File: config.mk
export PLATFORM = sky130hd
export DESIGN_NAME = brg_cgra_link_balancer
export DESIGN_NICKNAME = d
export VERILOG_FILES = /design/src/rtl/brg_cgra_pkg.sv /design/src/rtl/brg_link_credit_counter.sv /design/src/rtl/brg_cgra_link_balancer.sv
export SDC_FILE = /design/constraint.sdc
export NUM_CORES = 1
export LEC_CHECK = 0
export CORE_AREA = 2 2 214 216
export CTS_CLUSTER_DIAMETER = 120
export DETAILED_ROUTE_END_ITERATION = 7
export DIE_AREA = 0 0 216 218
export SLEW_MARGIN = 40
export SYNTH_ARGS = -nofsm -noshare
export SYNTH_HDL_FRONTEND = slang
export SYNTH_SLANG_ARGS = --single-unit
File: constraint.sdc
create_clock -name clk_i -period 3.4 [get_ports clk_i]
set_input_delay 0.68 -clock clk_i [delete_from_list [all_inputs] [get_ports clk_i]]
set_output_delay 0.68 -clock clk_i [all_outputs]
set_load 0.01 [all_outputs]
File: src/rtl/brg_cgra_pkg.sv
// Shared types for the CGRA link balancer: forward-select mode and drain FSM states.
package brg_cgra_pkg;

   typedef enum logic {eRR = 1'b0, eStatic = 1'b1} brg_bal_mode_e;

   typedef enum logic [1:0] {eRun = 2'd0, eDrain = 2'd1, eDone = 2'd2} brg_bal_state_e;

endpackage

File: src/rtl/brg_link_credit_counter.sv
// Per-link outstanding-packet counter: +1 on send, -1 on return, saturating at zero.
module brg_link_credit_counter #(
   parameter int max_p = 16,
   localparam int cw_p = $clog2(max_p + 1)
) (
   input  logic clk_i,
   input  logic reset_i,
   input  logic up_i,
   input  logic down_i,
   output logic full_o,
   output logic zero_o,
   output logic underflow_o
);

   localparam logic [cw_p-1:0] max_lp = cw_p'(max_p);
   localparam logic [cw_p-1:0] one_lp = cw_p'(1);

   logic [cw_p-1:0] cnt_q, cnt_d;

   always_comb begin
      cnt_d       = cnt_q;
      underflow_o = 1'b0;
      if (up_i && !down_i) begin
         cnt_d = cnt_q + one_lp;
      end else if (down_i && !up_i) begin
         // A return with nothing outstanding is flagged and the count holds at zero.
         if (cnt_q == '0) underflow_o = 1'b1;
         else             cnt_d       = cnt_q - one_lp;
      end
   end

   always_ff @(posedge clk_i or posedge reset_i) begin
      if (reset_i) cnt_q <= '0;
      else         cnt_q <= cnt_d;
   end

   assign full_o = (cnt_q >= max_lp);
   assign zero_o = (cnt_q == '0);

endmodule

File: src/rtl/brg_cgra_link_balancer.sv
// Spreads xcel forward packets over per-row proc links with credit limits, merges the
// reverse packets back round-robin, and quiesces all rows on a drain request.
module brg_cgra_link_balancer
   import brg_cgra_pkg::*;
#(
   parameter int num_links_p       = 4,
   parameter int fwd_width_p       = 64,
   parameter int rev_width_p       = 40,
   parameter int max_out_credits_p = 16,
   localparam int lg_links_lp      = $clog2(num_links_p)
) (
   input  logic                                      clk_i,
   input  logic                                      reset_i,
   input  logic [num_links_p-1:0]                    en_mask_i,
   input  logic                                      mode_i,
   input  logic                                      xcel_fwd_v_i,
   input  logic [fwd_width_p-1:0]                    xcel_fwd_data_i,
   input  logic [lg_links_lp-1:0]                    xcel_fwd_sel_i,
   output logic                                      xcel_fwd_ready_o,
   output logic [num_links_p-1:0]                    link_fwd_v_o,
   output logic [num_links_p-1:0][fwd_width_p-1:0]   link_fwd_data_o,
   input  logic [num_links_p-1:0]                    link_fwd_ready_i,
   input  logic [num_links_p-1:0]                    link_rev_v_i,
   input  logic [num_links_p-1:0][rev_width_p-1:0]   link_rev_data_i,
   output logic [num_links_p-1:0]                    link_rev_yumi_o,
   output logic                                      xcel_rev_v_o,
   output logic [rev_width_p-1:0]                    xcel_rev_data_o,
   output logic [lg_links_lp-1:0]                    xcel_rev_link_o,
   input  logic                                      xcel_rev_yumi_i,
   input  logic                                      drain_i,
   output logic                                      drain_done_o,
   output logic                                      credit_err_o
);

   localparam logic [lg_links_lp-1:0] last_lp = lg_links_lp'(num_links_p - 1);

   // Returns {found, index} of the first requester strictly after ptr, wrapping.
   function automatic logic [lg_links_lp:0] rr_pick(input logic [num_links_p-1:0] req,
                                                    input logic [lg_links_lp-1:0] ptr);
      logic [lg_links_lp:0] pick;
      int idx;
      pick = '0;
      for (int k = num_links_p; k >= 1; k--) begin
         idx = (int'(ptr) + k) % num_links_p;
         if (req[idx[lg_links_lp-1:0]]) pick = {1'b1, idx[lg_links_lp-1:0]};
      end
      return pick;
   endfunction

   brg_bal_state_e          state_q, state_d;
   brg_bal_mode_e           mode;
   logic                    lock_q, lock_d;
   logic [lg_links_lp-1:0]  lock_sel_q, lock_sel_d, fwd_ptr_q, fwd_ptr_d;
   logic                    rev_v_q, rev_v_d;
   logic [rev_width_p-1:0]  rev_data_q, rev_data_d;
   logic [lg_links_lp-1:0]  rev_link_q, rev_link_d, rev_ptr_q, rev_ptr_d;
   logic                    credit_err_q;

   logic [num_links_p-1:0]  eligible, full, zero, underflow, up;
   logic [lg_links_lp:0]    fwd_pick, rev_pick;
   logic [lg_links_lp-1:0]  fwd_sel, rev_sel;
   logic                    fwd_ok, fwd_cond, rev_grant;

   assign mode     = brg_bal_mode_e'(mode_i);
   assign eligible = en_mask_i & ~full;
   assign fwd_pick = rr_pick(eligible, fwd_ptr_q);
   assign rev_pick = rr_pick(link_rev_v_i, rev_ptr_q);
   assign rev_sel  = rev_pick[lg_links_lp-1:0];

   always_comb begin
      // A locked packet keeps its link and completes even while draining.
      if (lock_q) begin
         fwd_sel = lock_sel_q;
         fwd_ok  = 1'b1;
      end else if (mode == eStatic) begin
         fwd_sel = xcel_fwd_sel_i;
         fwd_ok  = (state_q == eRun) && eligible[xcel_fwd_sel_i];
      end else begin
         fwd_sel = fwd_pick[lg_links_lp-1:0];
         fwd_ok  = (state_q == eRun) && fwd_pick[lg_links_lp];
      end
      fwd_cond         = !reset_i && xcel_fwd_v_i && fwd_ok;
      xcel_fwd_ready_o = fwd_cond && link_fwd_ready_i[fwd_sel];
      rev_grant        = !reset_i && (!rev_v_q || xcel_rev_yumi_i) && rev_pick[lg_links_lp];
      for (int i = 0; i < num_links_p; i++) begin
         link_fwd_v_o[i]    = fwd_cond && (fwd_sel == i[lg_links_lp-1:0]);
         link_fwd_data_o[i] = reset_i ? '0 : xcel_fwd_data_i;
         link_rev_yumi_o[i] = rev_grant && (rev_sel == i[lg_links_lp-1:0]);
      end
      up = xcel_fwd_ready_o ? link_fwd_v_o : '0;
   end

   always_comb begin
      lock_d     = lock_q;
      lock_sel_d = lock_sel_q;
      fwd_ptr_d  = fwd_ptr_q;
      if (xcel_fwd_ready_o) begin
         lock_d    = 1'b0;
         fwd_ptr_d = fwd_sel;
      end else if (fwd_cond) begin
         lock_d     = 1'b1;
         lock_sel_d = fwd_sel;
      end
      rev_v_d    = rev_v_q;
      rev_data_d = rev_data_q;
      rev_link_d = rev_link_q;
      rev_ptr_d  = rev_ptr_q;
      if (rev_grant) begin
         rev_v_d    = 1'b1;
         rev_data_d = link_rev_data_i[rev_sel];
         rev_link_d = rev_sel;
         rev_ptr_d  = rev_sel;
      end else if (xcel_rev_yumi_i) begin
         rev_v_d = 1'b0;
      end
   end

   always_comb begin
      state_d = state_q;
      case (state_q)
         eRun:    if (drain_i) state_d = eDrain;
         eDrain:  if (!drain_i) state_d = eRun;
                  else if ((&zero) && !lock_q) state_d = eDone;
         eDone:   if (!drain_i) state_d = eRun;
         default: state_d = eRun;
      endcase
   end

   always_ff @(posedge clk_i or posedge reset_i) begin
      if (reset_i) begin
         state_q      <= eRun;
         lock_q       <= 1'b0;
         lock_sel_q   <= '0;
         fwd_ptr_q    <= last_lp;
         rev_v_q      <= 1'b0;
         rev_data_q   <= '0;
         rev_link_q   <= '0;
         rev_ptr_q    <= last_lp;
         credit_err_q <= 1'b0;
      end else begin
         state_q      <= state_d;
         lock_q       <= lock_d;
         lock_sel_q   <= lock_sel_d;
         fwd_ptr_q    <= fwd_ptr_d;
         rev_v_q      <= rev_v_d;
         rev_data_q   <= rev_data_d;
         rev_link_q   <= rev_link_d;
         rev_ptr_q    <= rev_ptr_d;
         credit_err_q <= credit_err_q | (|underflow);
      end
   end

   for (genvar i = 0; i < num_links_p; i++) begin : g_cred
      brg_link_credit_counter #(.max_p(max_out_credits_p)) u_cnt (
         .clk_i       (clk_i),
         .reset_i     (reset_i),
         .up_i        (up[i]),
         .down_i      (link_rev_yumi_o[i]),
         .full_o      (full[i]),
         .zero_o      (zero[i]),
         .underflow_o (underflow[i])
      );
   end

   assign xcel_rev_v_o    = rev_v_q;
   assign xcel_rev_data_o = rev_data_q;
   assign xcel_rev_link_o = rev_link_q;
   assign drain_done_o    = (state_q == eDone);
   assign credit_err_o    = credit_err_q;

endmodule
-- Yosys cells after proc, flatten, opt, wreduce, memory -nomap -nowiden
Index checks and enable logic that the tools add are counted.
- add/sub/neg operators: 16
- order comparisons: 15
- equal/unequal tests: 15
- mux-type cells: 69
- bitwise logic cells: 4
- reductions and logical operators: 57
- operators with widths (cell ; count):
    40-bit binary-select mux with 2-bit select ; 1
    64-bit 2-to-1 mux ; 1
    5-bit 2-to-1 mux ; 12
    40-bit 2-to-1 mux ; 1
    2-bit by 3-bit less-than comparator with 1-bit output, second input constant ; 11
    1-bit 2-to-1 mux ; 28
    1-bit logical AND ; 24
    3-bit 2-to-1 mux ; 8
    5-bit by 1-bit adder with 5-bit output, second input constant ; 4
    1-bit binary-select mux with 2-bit select ; 10
    5-bit >= comparator, second input constant ; 4
    5-bit zero test ; 4
    5-bit by 1-bit subtractor with 5-bit output, second input constant ; 4
    2-bit 2-to-1 mux ; 6
    2-bit != test, second input constant ; 6
    2-bit nonzero test ; 6
    1-bit zero test ; 11
    2-bit equality test, second input constant ; 5
    2-bit AND reduction ; 5
    2-bit by 1-bit adder with 2-bit output, second input constant ; 4
    2-bit adder, second input constant ; 4
    2-bit by 1-bit equality test with 1-bit output, second input constant ; 3
    2-bit zero test ; 3
    2-bit one-hot mux with 3 select lines ; 1
    10 further kinds ; 10
- bits in registers: 73
- output and inout port bits: 310
- logic and storage cells: 189

-- Longest topological paths before layout
- word-level depth: 21
- depth in mapped cells: 15
- depth with buffers taken out: 14

-- Hierarchy
Synthesis repeated with hierarchy kept, for this count alone.
- cells, all modules: 985
- area, all modules: 7158.1 µm²
- modules (own cells, without submodules) (module ; times used ; cells each ; area an instance (µm²) ; sequential area each (µm²)):
    brg_cgra_link_balancer ; 1 ; 833 ; 5616.6 ; 1331.3
    brg_link_credit_counter ; 4 ; 38 ; 385.4 ; 125.1

-- Worst setup path before layout
OpenSTA, ideal clock, no wires.
- path kind: input-to-reg
- from: input port en_mask_i[1]
- to: register g_cred[1].u_cnt.cnt_q[4]
- library setup time: 0.125 ns
- data arrival time: 3.316 ns
- slack: -0.041 ns
- stages: 14
- path buffers: 1
- cells stage by stage: nor2b_1 > o211ai_1 > and3_4 > a221o_1 > buf_4 > nor4_4 > ha_1 > inv_1 > fa_1 > a21o_1 > a21oi_1 > xnor2_1 > nor2_1 > xor2_1
- longest elaborated chain between the ends: 17
- elaborated cells on any way between the ends: 35
- classes of those cells: 2 x eq/ne; 22 x mux; 1 x bitwise; 10 x reduce/logical
- ends and longest elaborated chain (item ; line ; RTL):
    start, declared ; brg_cgra_link_balancer.sv:14 ; input logic [num_links_p-1:0] en_mask_i,
    4-bit AND * ; brg_cgra_link_balancer.sv:65 ; assign eligible = en_mask_i & ~full;
    1-bit binary-select mux with 2-bit select ; brg_cgra_link_balancer.sv:45 ; if (req[idx[lg_links_lp-1:0]]) pick = {1'b1, idx[lg_links_lp-1:0]};
    1-bit 2-to-1 mux (not written as such) ; brg_cgra_link_balancer.sv:45 ;
    3-bit 2-to-1 mux (4 in a row) ; brg_cgra_link_balancer.sv:45 ;
    2-bit 2-to-1 mux / 1-bit logical AND (equally long branches) ; brg_cgra_link_balancer.sv:75, brg_cgra_link_balancer.sv:80 ;
    2-bit 2-to-1 mux / 1-bit 2-to-1 mux (equally long branches) ; brg_cgra_link_balancer.sv:72, brg_cgra_link_balancer.sv:75 ;
    1-bit binary-select mux with 2-bit select / 1-bit 2-to-1 mux (equally long branches) ; brg_cgra_link_balancer.sv:83, brg_cgra_link_balancer.sv:72 ;
    1-bit 2-to-1 mux (not written as such) / 1-bit logical AND (equally long branches) ; brg_cgra_link_balancer.sv:83, brg_cgra_link_balancer.sv:82 ;
    1-bit logical AND, on equally long branches ; brg_cgra_link_balancer.sv:83, brg_cgra_link_balancer.sv:86 ;
    4-bit 2-to-1 mux * ; brg_cgra_link_balancer.sv:90 ; up = xcel_fwd_ready_o ? link_fwd_v_o : '0;
    1-bit zero test ; brg_link_credit_counter.sv:25 ; end else if (down_i && !up_i) begin
    1-bit logical AND ; brg_link_credit_counter.sv:25 ;
    2-bit nonzero test (no source line) ; -- ;
    2-bit AND reduction (no source line) ; -- ;
    end signal, assigned ; brg_link_credit_counter.sv:34 ; else cnt_q <= cnt_d;
    end, declared ; brg_link_credit_counter.sv:18 ; logic [cw_p-1:0] cnt_q, cnt_d;
Every way passes the cells marked *; elsewhere a longest branch is shown, timed or not. The select of a mux whose other input is x is not followed.
A chain may end at the register's enable or synchronous reset.

-- Worst setup path after layout
- from: input port link_rev_v_i[0]
- to: output port link_rev_yumi_o[0]
- longest elaborated chain between the ends: 8
- elaborated cells on any way between the ends: 15
- classes of those cells: 12 x mux; 3 x reduce/logical
- ends and longest elaborated chain (item ; line ; RTL):
    start, declared ; brg_cgra_link_balancer.sv:23 ; input logic [num_links_p-1:0] link_rev_v_i,
    1-bit binary-select mux with 2-bit select ; brg_cgra_link_balancer.sv:45 ;
    1-bit 2-to-1 mux (not written as such) ; brg_cgra_link_balancer.sv:45 ;
    3-bit 2-to-1 mux (3 in a row) ; brg_cgra_link_balancer.sv:45 ;
    3-bit 2-to-1 mux * ; brg_cgra_link_balancer.sv:45 ;
    2-bit zero test / 1-bit logical AND (equally long branches) ; brg_cgra_link_balancer.sv:88, brg_cgra_link_balancer.sv:84 ;
    1-bit logical AND * ; brg_cgra_link_balancer.sv:88 ; link_rev_yumi_o[i] = rev_grant && (rev_sel == i[lg_links_lp-1:0]);
    end, declared ; brg_cgra_link_balancer.sv:25 ; output logic [num_links_p-1:0] link_rev_yumi_o,
Marked as above.

==> results.yml <==
place:
  gp_congestion: 0.913
  io_buffers: 553
  dp_cells: 1986
  dp_hpwl_mm: 24.5
  placed_cell_area_um2: 12500
synth:
  synth_cell_types: 60
  syn_nets: 1261
  yosysSeqAreaShare: 0.255
  synth_area_leaders: "dfrtp_1, buf_4, nand2_1"
  async_reset_ff_frac: 1.00
  avgSynthCellArea_um2: 7.23
  yosysWarnings: 0
  yosys-top-cells-count: "buf_4, nand2_1, nor2_1"
  yosysMostFrequentCell: "buf_4"
  synth_top_flop_cell: "dfrtp_1"
  syn_inst: 993
  ys_seq_elements: 73
  synth_edf_count: 0
  syn_area_um2: 7180
  yosysTopAreaCellShare: 0.240
  synth_top_cell_by_area: "dfrtp_1"
floorplan:
  dieArea_um2: 47100
  core_um2: 44900
  rows: 78
  start_util: 0.160
  ioPinCount: 554
  die_w_um: 216
  die_h_um: 218
timing:
  fmax_mhz: 301
  hold_viol: 0
  finalHoldWorstSlack_ns: 0.480
  slew_headroom: 0.516
  post-route-min-period_ns: 3.32
  worst_pin_slew_ns: 0.726
  maxSlewViolCount: 0
  period_share: 0.976
  finClkSkew_ns: 0.0100
  finalSetupViolCount: 0
grt:
  antenna_found_initial: 0
  gr-total-overflow: 0
  grt_pass1_wl_mm: 42.8
  grt_max_degree: 85
  grt_util_all_layers: 0.117
  first_global_vias: 7522
critical_path:
  critPathMaxFanout: 4
  cp_num_buf_inv: 3
  critPathRequiredTime_ns: 2.72
  cp_slowest_cell: "clkdlybuf4s50_1"
  critPathLaunchType: "input pin"
  crit_path_start: "link_rev_v_i[0]"
  slowest_delay_ns: 0.57
  critPathCaptureType: "output port"
  crit_chain: "clkdlybuf4s50_1 -> a21oi_1 -> o32a_2 -> or3_4 -> inv_1 -> dlygate4sd2_1"
  arrival_ns: 2.64
  r2r_start: "fwd_ptr_q[1]"
  cp_top_family: "buffers and inverters"
  crit_type: "input pin to output port"
cells_and_area:
  nFillCells: 4772
  area_growth_pct: 80.9
  design_area_um2: 13000
  drive_gt1_frac: 0.126
  final_core_util: 0.289
  multi_input_area_um2: 3760
  insertedDiodeCount: 0
  layout.cells.non_filler: 2012
  seq_area_um2: 1830
  nNetsFinal: 1675
route:
  first_pass_iters: 4
  postRouteWirelength_mm: 29.3
  ant_nets: 0
  viasPerCell: 3.90
  vias: 7845
  drt_iter0_markers: 262
  drcViolationCount: 0
  wl_per_cell_um: 14.6
cts:
  clkSlewWorstSetupHoldPaths_ns: 0.06
  htree_levels: 3
  clock_sinks: 73
  cts_max_path_buffers: 2
  cts_root_buffer: "clkbuf_16"
  cts_made_buffers: 9
  ctsHoldBuffers: 0
  cts_tree: "done"
  insertion_delay_ns: 0.37
power_and_ir_drop:
  leakage_nw: 5.26
  power_mw: 6.03
  p_per_area_nw_per_um2: 464
  ir_drop_v: 0.000204
worst_hold_path:
  hp-start: "xcel_rev_data_o[26]"
  min_path_type: "flop to flop"
run:
  cap_violations: 0
status:
  status: "complete, no violations"
==> where the power goes <==
part,internal (mW),switching [mW],total [mW]
clock,0.583,0.453,1.04
combinational,1.88,1.64,3.53
sequential,1.17,0.299,1.47
total,3.64,2.39,6.03
==> routing by layer <==
metal / vias to the layer above / GRT usage / share of wire
li1: 3865 / - / -
met1: 3543 / 0.131 / 0.39
met2: 396 / 0.207 / 0.49
met3: 41 / 0.0381 / 0.089
met4: 0 / 0.0413 / 0.027
met5: - / 0 / 0
==> worst paths after layout <==
kind,to,slack [ns],cells after the start
max in group asynchronous,fwd_ptr_q[0],2.39,4
min,xcel_rev_data_o[26],0.48,2
max,link_rev_yumi_o[0],0.08,6
min reg2reg,xcel_rev_data_o[26],0.48,2
min in group asynchronous,xcel_rev_link_o[1],0.63,4
max reg2reg,g_cred[3].u_cnt.cnt_q[4],0.17,14
==> cell type report <==
class / instances / share of cell area
Tap cell: 600 / 0.0578
Multi-Input combinational cell: 655 / 0.289
Timing Repair Buffer: 649 / 0.482
Clock buffer: 9 / 0.0173
Inverter: 19 / 0.00559
Sequential cell: 73 / 0.141
Clock inverter: 7 / 0.00674
==> worst reg2reg max path: cells and delay by family (launching register included) <==
| kind | cells | cell delay [ns] |
|---|---|---|
| DFF | 1 | 0.63 |
| adders and majority gates | 2 | 0.61 |
| buffers and inverters | 2 | 0.24 |
| AOI/OAI and AO/OA | 4 | 0.79 |
| and+or+nand+nor | 4 | 0.60 |
| xor gates and xnor gates | 2 | 0.25 |
==> cells in the final DEF (no fill, tap or decap), types with 3 or more instances in the layout <==
master and instances:
nand3_1 43, nor2_1 141, nor3_4 3, xor2_1 8, o211ai_1 5, a21oi_1 14, nand2_1 148, a21o_1 12
a22oi_1 3, dlymetal6s2s_1 3, a31oi_1 3, ha_2 3, inv_1 14, inv_6 3, nand2b_1 3, a21oi_2 4
nand2b_4 3, dfstp_2 4, dlygate4sd2_1 7, ha_1 17, a211o_1 3, buf_4 93, clkdlybuf4s50_1 536, o21ai_1 50
dfrtp_1 67, or2_2 4, buf_2 4, nor3_1 8, xnor2_1 12, nand2_2 4, nor2b_1 71, clkbuf_16 9
o21ai_0 44, inv_2 4, mux2_2 4
==> registers in the layout, indices dropped and copies added, names as in the netlist <==
register / count
g_cred.u_cnt.cnt_q: 20
fwd_ptr_q: 2
xcel_rev_link_o: 2
xcel_rev_data_o: 40
rev_ptr_q: 2
lock_q: 1
xcel_rev_v_o: 1
credit_err_o: 1
state_q: 2
lock_sel_q: 2
==> stage by stage <==
| stage | worst slack [ns] | setup TNS (ns) |
|---|---|---|
| floorplan | 0.0203 | 0 |
| global placement | -0.622 | -8.21 |
| detailed placement | -0.676 | -9.40 |
| CTS | 0.0412 | 0 |
| global route | -0.000505 | -0.000505 |
| finish | 0.0820 | 0 |
==> cells by family after synthesis <==
logic type | count (synthesis) | share of synthesized area
mux | 6 | 0.0108
fa+ha+maj | 24 | 0.0460
buf+inv | 265 | 0.245
compound gates | 153 | 0.128
xor+xnor | 20 | 0.0244
simple gates | 452 | 0.291
flops | 73 | 0.255
==> repair_timing <==
| action | in CTS | in global routing |
|---|---|---|
| endpoints found under the hold margin | 0 | 0 |
| setup buffers | 4 | 6 |
| endpoints found under the setup margin | 16 | 10 |
| pin swaps | 11 | 7 |
| resized for setup | 45 | 18 |
(Power assumes the default switching activity.)
